<file path="src/rtl/cpu_core_mc_pkg.sv">
// Shared definitions for the multi-cycle 18-bit core.
// Opcodes, FSM states, ALU operations and decoded-instruction bundle.
package cpu_core_mc_pkg;

    localparam int INSN_W = 18;

    localparam int OP_HI  = 17;
    localparam int OP_LO  = 14;
    localparam int RX_HI  = 13;
    localparam int RX_LO  = 11;
    localparam int RY_HI  = 10;
    localparam int RY_LO  = 8;
    localparam int RZ_HI  = 7;
    localparam int RZ_LO  = 5;
    localparam int AOP_HI = 3;
    localparam int AOP_LO = 0;

    localparam logic [3:0] OP_NOP   = 4'd0;
    localparam logic [3:0] OP_LDI   = 4'd1;
    localparam logic [3:0] OP_ALU   = 4'd2;
    localparam logic [3:0] OP_LOAD  = 4'd3;
    localparam logic [3:0] OP_ADDI  = 4'd4;
    localparam logic [3:0] OP_STORE = 4'd5;
    localparam logic [3:0] OP_BNZ   = 4'd6;
    localparam logic [3:0] OP_HALT  = 4'd7;

    localparam logic [3:0] ALU_REG0 = 4'd0;
    localparam logic [3:0] ALU_ADD  = 4'd1;
    localparam logic [3:0] ALU_SUB  = 4'd2;
    localparam logic [3:0] ALU_AND  = 4'd3;
    localparam logic [3:0] ALU_OR   = 4'd4;
    localparam logic [3:0] ALU_XOR  = 4'd5;
    localparam logic [3:0] ALU_NOT  = 4'd6;
    localparam logic [3:0] ALU_SHL  = 4'd7;
    localparam logic [3:0] ALU_SHR  = 4'd8;

    typedef enum logic [1:0] {RUN, MEM, HALT} state_t;

    typedef enum logic [1:0] {WB_IMM, WB_ALU, WB_ADDI} wsel_t;

    typedef struct packed {
        logic       rf_we;
        wsel_t      wsel;
        logic [2:0] rx;
        logic [2:0] ry;
        logic [2:0] rz;
        logic [3:0] aluop;
        logic       is_load;
        logic       is_store;
        logic       is_branch;
        logic       is_halt;
        logic       is_illegal;
    } dec_t;

endpackage

</file>
<file path="src/rtl/cpu_core_mc_if.sv">
// Handshaked data-memory port: request held until acknowledged.
// master = core, slave = data RAM / bus arbiter.
interface cpu_core_mc_if #(
    parameter int ADDR_SIZE = 18,
    parameter int WORD_SIZE = 18
);
    logic                 data_req;
    logic                 data_we;
    logic [ADDR_SIZE-1:0] data_addr;
    logic [WORD_SIZE-1:0] data_wdata;
    logic [WORD_SIZE-1:0] data_rdata;
    logic                 data_ack;

    modport master (
        output data_req, data_we, data_addr, data_wdata,
        input  data_rdata, data_ack
    );

    modport slave (
        input  data_req, data_we, data_addr, data_wdata,
        output data_rdata, data_ack
    );
endinterface

</file>
<file path="src/rtl/alu.sv">
// Combinational ALU; unknown operations pass operand a through.
// Results are truncated to WORD_SIZE.
module alu
    import cpu_core_mc_pkg::*;
#(
    parameter int WORD_SIZE = 18
) (
    input  logic [WORD_SIZE-1:0] a_i,
    input  logic [WORD_SIZE-1:0] b_i,
    input  logic [3:0]           op_i,
    output logic [WORD_SIZE-1:0] y_o
);
    always_comb begin
        y_o = a_i;
        unique case (op_i)
            ALU_ADD: y_o = a_i + b_i;
            ALU_SUB: y_o = a_i - b_i;
            ALU_AND: y_o = a_i & b_i;
            ALU_OR:  y_o = a_i | b_i;
            ALU_XOR: y_o = a_i ^ b_i;
            ALU_NOT: y_o = ~a_i;
            ALU_SHL: y_o = a_i << 1;
            ALU_SHR: y_o = a_i >> 1;
            default: y_o = a_i;
        endcase
    end
endmodule

</file>
<file path="src/rtl/cpu_decode.sv">
// Instruction decoder: 18-bit code word to control bundle and immediate.
// Reserved opcodes decode as a NOP with the illegal flag set.
module cpu_decode
    import cpu_core_mc_pkg::*;
#(
    parameter int WORD_SIZE = 18
) (
    input  logic [INSN_W-1:0]    code_word_i,
    output dec_t                 dec_o,
    output logic [WORD_SIZE-1:0] imm_o
);
    logic [3:0]           op;
    logic [WORD_SIZE-1:0] imm11;
    logic [WORD_SIZE-1:0] imm8;
    logic                 unused_bit;

    assign op    = code_word_i[OP_HI:OP_LO];
    assign imm11 = {{(WORD_SIZE-11){code_word_i[10]}}, code_word_i[10:0]};
    assign imm8  = {{(WORD_SIZE-8){code_word_i[7]}}, code_word_i[7:0]};
    assign unused_bit = code_word_i[4];

    always_comb begin
        dec_o       = '0;
        dec_o.rx    = code_word_i[RX_HI:RX_LO];
        dec_o.ry    = code_word_i[RY_HI:RY_LO];
        dec_o.rz    = code_word_i[RZ_HI:RZ_LO];
        dec_o.aluop = code_word_i[AOP_HI:AOP_LO];
        imm_o       = imm8;
        unique case (op)
            OP_NOP: ;
            OP_LDI: begin
                dec_o.rf_we = 1'b1;
                dec_o.wsel  = WB_IMM;
                imm_o       = imm11;
            end
            OP_ALU: begin
                dec_o.rf_we = 1'b1;
                dec_o.wsel  = WB_ALU;
            end
            OP_LOAD:  dec_o.is_load = 1'b1;
            OP_ADDI: begin
                dec_o.rf_we = 1'b1;
                dec_o.wsel  = WB_ADDI;
            end
            OP_STORE: dec_o.is_store = 1'b1;
            OP_BNZ: begin
                dec_o.is_branch = 1'b1;
                imm_o           = imm11;
            end
            OP_HALT:  dec_o.is_halt = 1'b1;
            default:  dec_o.is_illegal = 1'b1;
        endcase
    end
endmodule

</file>
<file path="src/rtl/regfile.sv">
// Eight-entry register file, three combinational reads, one write.
// Contents are deliberately not reset.
module regfile #(
    parameter int WORD_SIZE = 18
) (
    input  logic                 clock,
    input  logic                 we_i,
    input  logic [2:0]           waddr_i,
    input  logic [WORD_SIZE-1:0] wdata_i,
    input  logic [2:0]           raddr_x_i,
    input  logic [2:0]           raddr_y_i,
    input  logic [2:0]           raddr_z_i,
    output logic [WORD_SIZE-1:0] rdata_x_o,
    output logic [WORD_SIZE-1:0] rdata_y_o,
    output logic [WORD_SIZE-1:0] rdata_z_o
);
    logic [WORD_SIZE-1:0] regs_q [8];

    always_ff @(posedge clock) begin
        if (we_i) regs_q[waddr_i] <= wdata_i;
    end

    assign rdata_x_o = regs_q[raddr_x_i];
    assign rdata_y_o = regs_q[raddr_y_i];
    assign rdata_z_o = regs_q[raddr_z_i];
endmodule

</file>
<file path="src/rtl/cpu_core_mc.sv">
// Multi-cycle 18-bit core: RUN executes, MEM waits for the data
// port acknowledge, HALT is absorbing until reset.
module cpu_core_mc
    import cpu_core_mc_pkg::*;
#(
    parameter int                   ADDR_SIZE = 18,
    parameter int                   WORD_SIZE = 18,
    parameter logic [ADDR_SIZE-1:0] RESET_IP  = '0
) (
    input  logic                 clock,
    input  logic                 reset,
    output logic [ADDR_SIZE-1:0] code_addr_o,
    input  logic [INSN_W-1:0]    code_word_i,
    cpu_core_mc_if.master        mem,
    output logic                 halted_o,
    output logic                 illegal_o
);
    state_t               state_q;
    logic [ADDR_SIZE-1:0] ip_q;
    logic                 req_q;
    logic                 we_q;
    logic [ADDR_SIZE-1:0] addr_q;
    logic [WORD_SIZE-1:0] wdata_q;
    logic [2:0]           dest_q;
    logic                 halted_q;
    logic                 illegal_q;

    dec_t                 dec;
    logic [WORD_SIZE-1:0] imm;
    logic [WORD_SIZE-1:0] rx_v;
    logic [WORD_SIZE-1:0] ry_v;
    logic [WORD_SIZE-1:0] rz_v;
    logic [WORD_SIZE-1:0] alu_y;
    logic [WORD_SIZE-1:0] ea;
    logic                 rf_we;
    logic [2:0]           rf_waddr;
    logic [WORD_SIZE-1:0] rf_wdata;

    cpu_decode #(.WORD_SIZE(WORD_SIZE)) u_dec (
        .code_word_i (code_word_i),
        .dec_o       (dec),
        .imm_o       (imm)
    );

    regfile #(.WORD_SIZE(WORD_SIZE)) u_rf (
        .clock     (clock),
        .we_i      (rf_we),
        .waddr_i   (rf_waddr),
        .wdata_i   (rf_wdata),
        .raddr_x_i (dec.rx),
        .raddr_y_i (dec.ry),
        .raddr_z_i (dec.rz),
        .rdata_x_o (rx_v),
        .rdata_y_o (ry_v),
        .rdata_z_o (rz_v)
    );

    alu #(.WORD_SIZE(WORD_SIZE)) u_alu (
        .a_i  (ry_v),
        .b_i  (rz_v),
        .op_i (dec.aluop),
        .y_o  (alu_y)
    );

    assign ea = ry_v + imm;

    // Reset suppresses every register write, including a pending load.
    always_comb begin
        rf_we    = 1'b0;
        rf_waddr = dec.rx;
        rf_wdata = imm;
        if (!reset && state_q == RUN && dec.rf_we) begin
            rf_we = 1'b1;
            unique case (dec.wsel)
                WB_ALU:  rf_wdata = alu_y;
                WB_ADDI: rf_wdata = ea;
                default: rf_wdata = imm;
            endcase
        end else if (!reset && state_q == MEM && mem.data_ack && !we_q) begin
            rf_we    = 1'b1;
            rf_waddr = dest_q;
            rf_wdata = mem.data_rdata;
        end
    end

    always_ff @(posedge clock) begin
        if (reset) begin
            state_q   <= RUN;
            ip_q      <= RESET_IP;
            req_q     <= 1'b0;
            we_q      <= 1'b0;
            addr_q    <= '0;
            wdata_q   <= '0;
            dest_q    <= '0;
            halted_q  <= 1'b0;
            illegal_q <= 1'b0;
        end else begin
            illegal_q <= 1'b0;
            unique case (state_q)
                RUN: begin
                    ip_q      <= ip_q + ADDR_SIZE'(1);
                    illegal_q <= dec.is_illegal;
                    if (dec.is_load || dec.is_store) begin
                        state_q <= MEM;
                        ip_q    <= ip_q;
                        req_q   <= 1'b1;
                        we_q    <= dec.is_store;
                        addr_q  <= ea[ADDR_SIZE-1:0];
                        wdata_q <= rx_v;
                        dest_q  <= dec.rx;
                    end else if (dec.is_halt) begin
                        state_q  <= HALT;
                        halted_q <= 1'b1;
                        ip_q     <= ip_q;
                    end else if (dec.is_branch && rx_v != '0) begin
                        ip_q <= ip_q + imm[ADDR_SIZE-1:0];
                    end
                end
                MEM: begin
                    if (mem.data_ack) begin
                        state_q <= RUN;
                        req_q   <= 1'b0;
                        ip_q    <= ip_q + ADDR_SIZE'(1);
                    end
                end
                HALT: ;
                default: state_q <= HALT;
            endcase
        end
    end

    assign code_addr_o    = ip_q;
    assign mem.data_req   = req_q;
    assign mem.data_we    = we_q;
    assign mem.data_addr  = addr_q;
    assign mem.data_wdata = wdata_q;
    assign halted_o       = halted_q;
    assign illegal_o      = illegal_q;
endmodule
</file>
<file path="src/flat_wrapper.sv">
// flat-port wrapper written by rule: the top's interface ports become plain ports
module cpu_core_mc_flat import cpu_core_mc_pkg::*;
#(
    parameter int                   ADDR_SIZE = 18,
    parameter int                   WORD_SIZE = 18,
    parameter logic [ADDR_SIZE-1:0] RESET_IP  = '0
)
  (clock, reset, code_addr_o, code_word_i, halted_o, illegal_o, mem_data_req, mem_data_we, mem_data_addr, mem_data_wdata, mem_data_rdata, mem_data_ack);
  cpu_core_mc_if #(.ADDR_SIZE(ADDR_SIZE), .WORD_SIZE(WORD_SIZE)) mem_i ();
  input  logic clock;
  input  logic reset;
  output logic [ADDR_SIZE-1:0] code_addr_o;
  input  logic [INSN_W-1:0] code_word_i;
  output logic halted_o;
  output logic illegal_o;
  output wire logic [$bits(mem_i.data_req)-1:0] mem_data_req;
  output wire logic [$bits(mem_i.data_we)-1:0] mem_data_we;
  output wire logic [$bits(mem_i.data_addr)-1:0] mem_data_addr;
  output wire logic [$bits(mem_i.data_wdata)-1:0] mem_data_wdata;
  input wire logic [$bits(mem_i.data_rdata)-1:0] mem_data_rdata;
  input wire logic [$bits(mem_i.data_ack)-1:0] mem_data_ack;
  assign mem_data_req = mem_i.data_req;
  assign mem_data_we = mem_i.data_we;
  assign mem_data_addr = mem_i.data_addr;
  assign mem_data_wdata = mem_i.data_wdata;
  assign mem_i.data_rdata = mem_data_rdata;
  assign mem_i.data_ack = mem_data_ack;
  cpu_core_mc #(.ADDR_SIZE(ADDR_SIZE), .WORD_SIZE(WORD_SIZE), .RESET_IP(RESET_IP)) u_core (.clock(clock), .reset(reset), .code_addr_o(code_addr_o), .code_word_i(code_word_i), .mem(mem_i), .halted_o(halted_o), .illegal_o(illegal_o));
endmodule
</file>
<file path="config.mk">
export PLATFORM = sky130hd
export DESIGN_NAME = cpu_core_mc_flat
export DESIGN_NICKNAME = d
export VERILOG_FILES = /design/src/rtl/cpu_core_mc_pkg.sv /design/src/rtl/cpu_core_mc_if.sv /design/src/rtl/alu.sv /design/src/rtl/cpu_decode.sv /design/src/rtl/regfile.sv /design/src/rtl/cpu_core_mc.sv /design/src/flat_wrapper.sv
export SDC_FILE = /design/constraint.sdc
export NUM_CORES = 1
export LEC_CHECK = 0
export BUFFER_PORTS_ARGS = -buffer_cell sky130_fd_sc_hd__buf_2
export CORE_ASPECT_RATIO = 0.6
export CORE_MARGIN = 5
export CORE_UTILIZATION = 30
export DETAILED_ROUTE_END_ITERATION = 16
export PLACE_DENSITY = 0.49
export SLEW_MARGIN = 10
export SYNTH_ARGS = -nofsm -noshare
export SYNTH_HDL_FRONTEND = slang
export SYNTH_SLANG_ARGS = --single-unit
export TNS_END_PERCENT = 10
</file>
<file path="constraint.sdc">
create_clock -name clock -period 6.95 [get_ports clock]
set_input_delay 1.7375 -clock clock [delete_from_list [all_inputs] [get_ports clock]]
set_output_delay 1.7375 -clock clock [all_outputs]
set_load 0.05 [all_outputs]
</file>
; Word-level counts from Yosys, hierarchy flattened
; Memories as Yosys holds them, arrays and structs flattened.
; Cells that the tools add are included.
[totals]
register_bits = 63
ram_bits = 144
in_bits = 39
output_inout_bits = 58
elab_cells = 96
memories = 1
[mem_list]
columns = memory, depth, width, rd, rd_ports_with_merged_regs, write_ports, line_no
row1 = u_core.u_rf.regs_q, 8, 18, 3, 0, 1, regfile.sv:17  ; logic [WORD_SIZE-1:0] regs_q [8];
[classes]
add_sub_neg = 5
eq_ne = 24
n_mux = 29
bitwise = 7
n_reduce_logical = 21
[ops]
columns = op, count
row1 = 18-bit case mux with 8 select lines, 1
row2 = 18-bit 2-to-1 mux, 7
row3 = 18-bit case mux with 2 select lines, 2
row4 = 18-bit adder, 3
row5 = "4-bit by 3-bit equality test with 1-bit output, second input constant", 8
row6 = "18-bit by 1-bit adder with 18-bit output, second input constant", 1
row7 = 18-bit AND, 1
row8 = 18-bit inverter, 1
row9 = 18-bit bitwise OR, 1
row10 = 18-bit nonzero test, 1
row11 = 18-bit subtractor, 1
row12 = 18-bit bitwise XOR, 1
row13 = "4-bit by 2-bit equality test with 1-bit output, second input constant", 4
row14 = 1-bit 2-to-1 mux, 11
row15 = 3-bit case mux with 3 select lines, 1
row16 = 3-bit AND reduction, 3
row17 = "4-bit by 1-bit equality test with 1-bit output, second input constant", 2
row18 = "2-bit inequality test, second input constant", 4
row19 = 8-bit OR reduction, 1
row20 = 1-bit logical AND, 6
row21 = 2-bit 2-to-1 mux, 3
row22 = 3-bit 2-to-1 mux, 2
row23 = 2-bit case mux with 3 select lines, 1
row24 = "2-bit by 1-bit equality test with 1-bit output, second input constant", 2
row25 = other kinds (13), 18

; Depth between registers and ports, before layout
[depth]
ltp_word = 8
depth_mapped = 21
ltp_nobuf = 18

; Modules after synthesis
; Synthesis repeated with hierarchy kept, for this count alone.
[hier_totals]
cells_unflattened = 1462
area_unflattened_um2 = 16213.0
[by_module_without_submodules]
columns = module, instances, cells_per_inst, area_each_um2
row1 = regfile, 1, 349, 8044.0
row2 = cpu_core_mc, 1, 671, 4983.5
row3 = alu, 1, 395, 2822.7
row4 = cpu_decode, 1, 47, 362.8

; Worst setup path after synthesis
; Ideal clock, no wire load.
[synth_timing]
path_type = in2reg
from = in code_word_i[5]
to = mem u_core.u_rf.regs_q[0][17] (data pin)
setup_ns = 0.298
arrival_ns = 5.824
t_required_ns = 6.652
slack_ns = 0.828
stages = 18
path_buffers = 4
path_cell_list = buf_6 > buf_6 > buf_2 > buf_2 > mux4_2 > mux2_2 > nor3_1 > a21oi_1 > xnor2_1 > ha_1 > and4_1 > and3_1 > a21boi_0 > a31oi_1 > a31oi_1 > xnor2_1 > a2111oi_1 > o21ai_1
[synth_between]
elab_chain_len = 5
word_cells_on_any_way = 11
cone_classes = add/sub: 3 / mux: 4 / bitwise: 3 / memory: 1
[synth_rtl]
columns = element, line_no
row1 = from (decl), flat_wrapper.sv:13  ; input logic [INSN_W-1:0] code_word_i;
row2 = memory 8 x 18 bit, n/a
row3 = "18-bit subtractor, or another cell as far along", alu.sv:17  ; ALU_SUB: y_o = a_i - b_i;
row4 = 18-bit case mux with 8 select lines, alu.sv:15  ; unique case (op_i)
row5 = 18-bit case mux with 2 select lines (*), cpu_core_mc.sv:74  ; unique case (dec.wsel)
row6 = 18-bit 2-to-1 mux (*), cpu_core_mc.sv:72  ; if (!reset && state_q == RUN && dec.rf_we) begin
row7 = net u_core.rf_wdata[17], cpu_core_mc.sv:37  ; logic [WORD_SIZE-1:0] rf_wdata;
row8 = to (decl), regfile.sv:17
; The timed path passes the listed nets; every way through them passes the cells marked *.

; Worst setup path in the final report
[layout_timing]
from = in code_word_i[5]
to = mem u_core.u_rf.regs_q[4][17] (data pin)
; The elaborated chain is that of the path after synthesis.

==> key figures <==
Run status
  • Status: finished, final reports clean

Synthesis
  • Number of synthesized flops with an enable pin: 144
  • Synth Area in Simple Gates: 11.1%
  • Post-synthesis sequential area ratio: 36.1%
  • Ys flop type: edfxtp_1
  • Mapped Avg Cell Area: 10.9 µm²
  • Async set-reset flop share out of synthesis: 0%
  • Synthesized net count: 1547
  • Post-synthesis adder-cell area fraction: 7.74%
  • Post-synthesis mux area share: 20.9%
  • Yosys Warn Count: 0
  • Post-synthesis compound-gate area fraction: 16.0%
  • Syn Inst Count: 1414
  • Largest family of logic cells by synthesized area: multiplexers
  • Distinct cells, synth: 83
  • Synthesis-stage register bit count: 207
  • Xor-xnor portion of the synthesized cell area: 3.51%
  • Mapped Area: 15500 µm²

Timing
  • Max Slew Vio Count: 0
  • Slew margin rel.: 19.9%
  • Final period utilization: 89.4%
  • RSZ-0062 raised after global routing: false
  • Final setup vio count: 0
  • Clock skew: 26.0 ps
  • Max Fclk: 161 MHz
  • Worst Tran Pin Value: 1190 ps
  • Setup TNS: 0 ps
  • Final Hold Vio Count: 0
  • Fin crit period: 6210 ps

Layout
  • Fillers: 5149
  • Leading cell types in the layout, fill and taps excluded: edfxtp_1, nor2_1, buf_2, ha_1
  • Share of layout cells above drive strength 1: 19.9%
  • Ant diodes: 0
  • Area growth, synth to finish: 12.9%
  • Nets@finish: 1633
  • Design Area, Final: 17500 µm²
  • Commonest non-fill, non-tap cell in the layout: edfxtp_1

Worst setup path
  • CP Max Fanout: 11
  • Startpoint class of the critical path: input pin
  • Kind of critical path: in -> reg
  • Crit-path max cell delay: 570 ps
  • Slowest CP cell: mux4_1
  • Worst Path Arrival: 6430 ps
  • Critical Path RT: 7160 ps
  • CP top delay family: compound AO/OA/AOI/OAI gates
  • Endpoint class of the critical path: flip-flop
  • Worst path bufs/invs: 2
  • Critical Path, Cell by Cell: buf_2 > buf_4 > mux4_1 > mux2_2 > nor3_2 > a21oi_1 > xnor2_1 > ha_1 > and4_1 > and3_1 > a21boi_0 > a31oi_1 > a31oi_1 > xnor2_1 > a2111oi_1 > o21ai_1

GRT
  • Largest net degree at the start of global routing: 69
  • GRT busiest layer: met1
  • Gr usage total: 19.2%
  • Vias in the first global route: 12200
  • GR Layer Usage met1: 30.3%
  • Met2 usage: 24.9%
  • Antenna violations before repair: 1
  • Grt total ovfl: 0
  • Met3 GRT Util: 7.30%
  • Global-route wire length before repair: 81200 µm

Routing
  • DRT Wirelength: 54900 µm
  • Vias per cell: 5.80
  • WL per Instance: 24.9 µm
  • DR vias: 12800
  • Initial DRC count: 1412
  • 1st-pass router iterations: 5
  • DR DRC count: 0
  • Final ANT Viol Nets: 0

Place
  • GP Congestion: 0.910
  • Port bufs: 96
  • Hpwl dp: 42100 µm
  • Post-DP Area: 16800 µm²

Power and ir drop
  • PD cells: 198 nW/µm²
  • P_leak: 6.51 nW
  • Max IR drop VDD: 0.143 mV

Floorplanning
  • Ports: 97
  • Full die area: 56400 µm²
  • Cell Rows: 64
  • Chip width: 303 µm
  • Die Height: 186 µm
  • Core Box Area: 51000 µm²
  • Starting Density: 30.3%

Clocking
  • Clock Path Buffers: 3
  • Reg clk slew, reported paths: 70 ps
  • CTS sink cnt: 207
  • Clock root cell: clkbuf_16
  • Post-CTS Setup Bufs: 0
  • CTS Buf Count: 23
  • CTS tree: yes
  • CTS resizes: 0
  • # hold bufs at CTS: 0
  • Clock Latency Late Sink: 540 ps
  • H-tree depth: 1

Job
  • Number of max-cap violations: 0

Hold path
  • Worst hold path class: reg -> reg
[worst register-to-register path, stage by stage (launching register included)]
cell and delay, ps:
edfxtp_1 420, mux4_1 540, mux2i_1 240, ha_1 220, nand3_1 130, nor3_1 290, buf_4 200, a21oi_1 80
xnor2_1 140, ha_1 380, and4_1 250, and3_1 180, a21boi_0 480, a31oi_1 230, a31oi_1 250, xnor2_1 90
a2111oi_1 380, o21ai_1 280
[report_power, final]
group	switching [mW]	internal (mW)	total, mW	leakage [nW]
logic	0.582	0.335	0.917	4.37
registers	0.0247	1.35	1.38	1.81
clock network	0.523	0.648	1.17	0.332
[registers in the layout, indices dropped and copies added (netlist names)]
signal	cells
u_core.mem.data_wdata	18
u_core.mem.data_addr	18
u_core.mem.data_req	1
u_core.halted_o	1
u_core.mem.data_we	1
u_core.u_rf.regs_q	144
u_core.code_addr_o	18
u_core.illegal_o	1
u_core.dest_q	3
u_core.state_q	2
[routing by layer]
metal / part of all wire, % / routed length (µm) / up-vias
li1: - / - / 5738
met1: 49 / 26700 / 6368
met2: 38 / 20700 / 652
met3: 13 / 6940 / 49
met4: 0.99 / 543 / 2
met5: 0.016 / 9 / -
[cell type report]
cell class / instances / area (µm²) / area share (%)
clock buffers: 28 / 594 / 3.40
well taps: 693 / 867 / 4.96
flip-flops and latches: 207 / 5590 / 32.0
clock inverters: 13 / 100 / 0.573
repair buffers: 143 / 846 / 4.84
multi-input cells: 1062 / 9240 / 52.9
inverters: 63 / 236 / 1.35
[through the flow]
| stage | hold WS [ps] | instances | setup slack (ps) | power (mW) | utilization, % |
|---|---|---|---|---|---|
| 2_1_floorplan | 449 | 1414 | 828 | 2.04 | - |
| 3_3_place_gp | 445 | 2168 | 360 | 2.29 | 32.9 |
| 3_5_place_dp | 446 | 2168 | 262 | 2.30 | 32.9 |
| 4_1_cts | 455 | 2209 | 806 | 3.48 | 34.2 |
| 5_1_grt | 486 | 2209 | 447 | 3.62 | 34.2 |
| 6_report | 454 | 2209 | 738 | 3.47 | 34.2 |
[worst paths after layout]
path,start,to,slack [ps],cells after the start
worst min register to register,u_core.mem.data_addr[12],u_core.mem.data_addr[12],450,2
worst min-delay path,u_core.mem.data_addr[12],u_core.mem.data_addr[12],450,2
worst max register to register,u_core.u_rf.regs_q[6][1],u_core.u_rf.regs_q[4][17],1870,17
worst max-delay path,code_word_i[5],u_core.u_rf.regs_q[4][17],740,16
[cells by family (layout without fill, tap and decap cells)]
group / after synthesis / after routing
AO/OA/AOI/OAI: 370 / 370
AND/OR/NAND/NOR: 361 / 361
flip-flops: 207 / 207
multiplexers: 175 / 175
buffers and inverters: 145 / 247
adder cells (fa/ha/maj): 94 / 94
XOR/XNOR: 62 / 62
[cells in the mapped netlist (10+ instances only)]
master / number / area [µm²]
a211oi_1: 26 / 195
a21o_1: 20 / 150
a22oi_1: 20 / 150
nor4_1: 12 / 75.1
o21ai_0: 64 / 320
or3_1: 13 / 81.3
mux4_1: 21 / 552
a31oi_1: 19 / 119
xnor2_1: 47 / 412
edfxtp_1: 144 / 4320
dfxtp_1: 63 / 1260
o211ai_1: 14 / 105
xor2_1: 15 / 131
nand3_1: 27 / 135
clkbuf_1: 45 / 169
nor2_1: 125 / 469
mux2i_1: 50 / 500
o21a_1: 12 / 90.1
nand2_1: 89 / 334
inv_1: 62 / 233
buf_2: 14 / 70.1
mux4_2: 89 / 2000
a221oi_1: 19 / 166
and3_1: 10 / 62.6
ha_1: 91 / 1140
mux2_2: 11 / 124
o22ai_1: 17 / 106
a21oi_1: 86 / 430
nor3_1: 32 / 160
(Power assumes the default switching activity.)
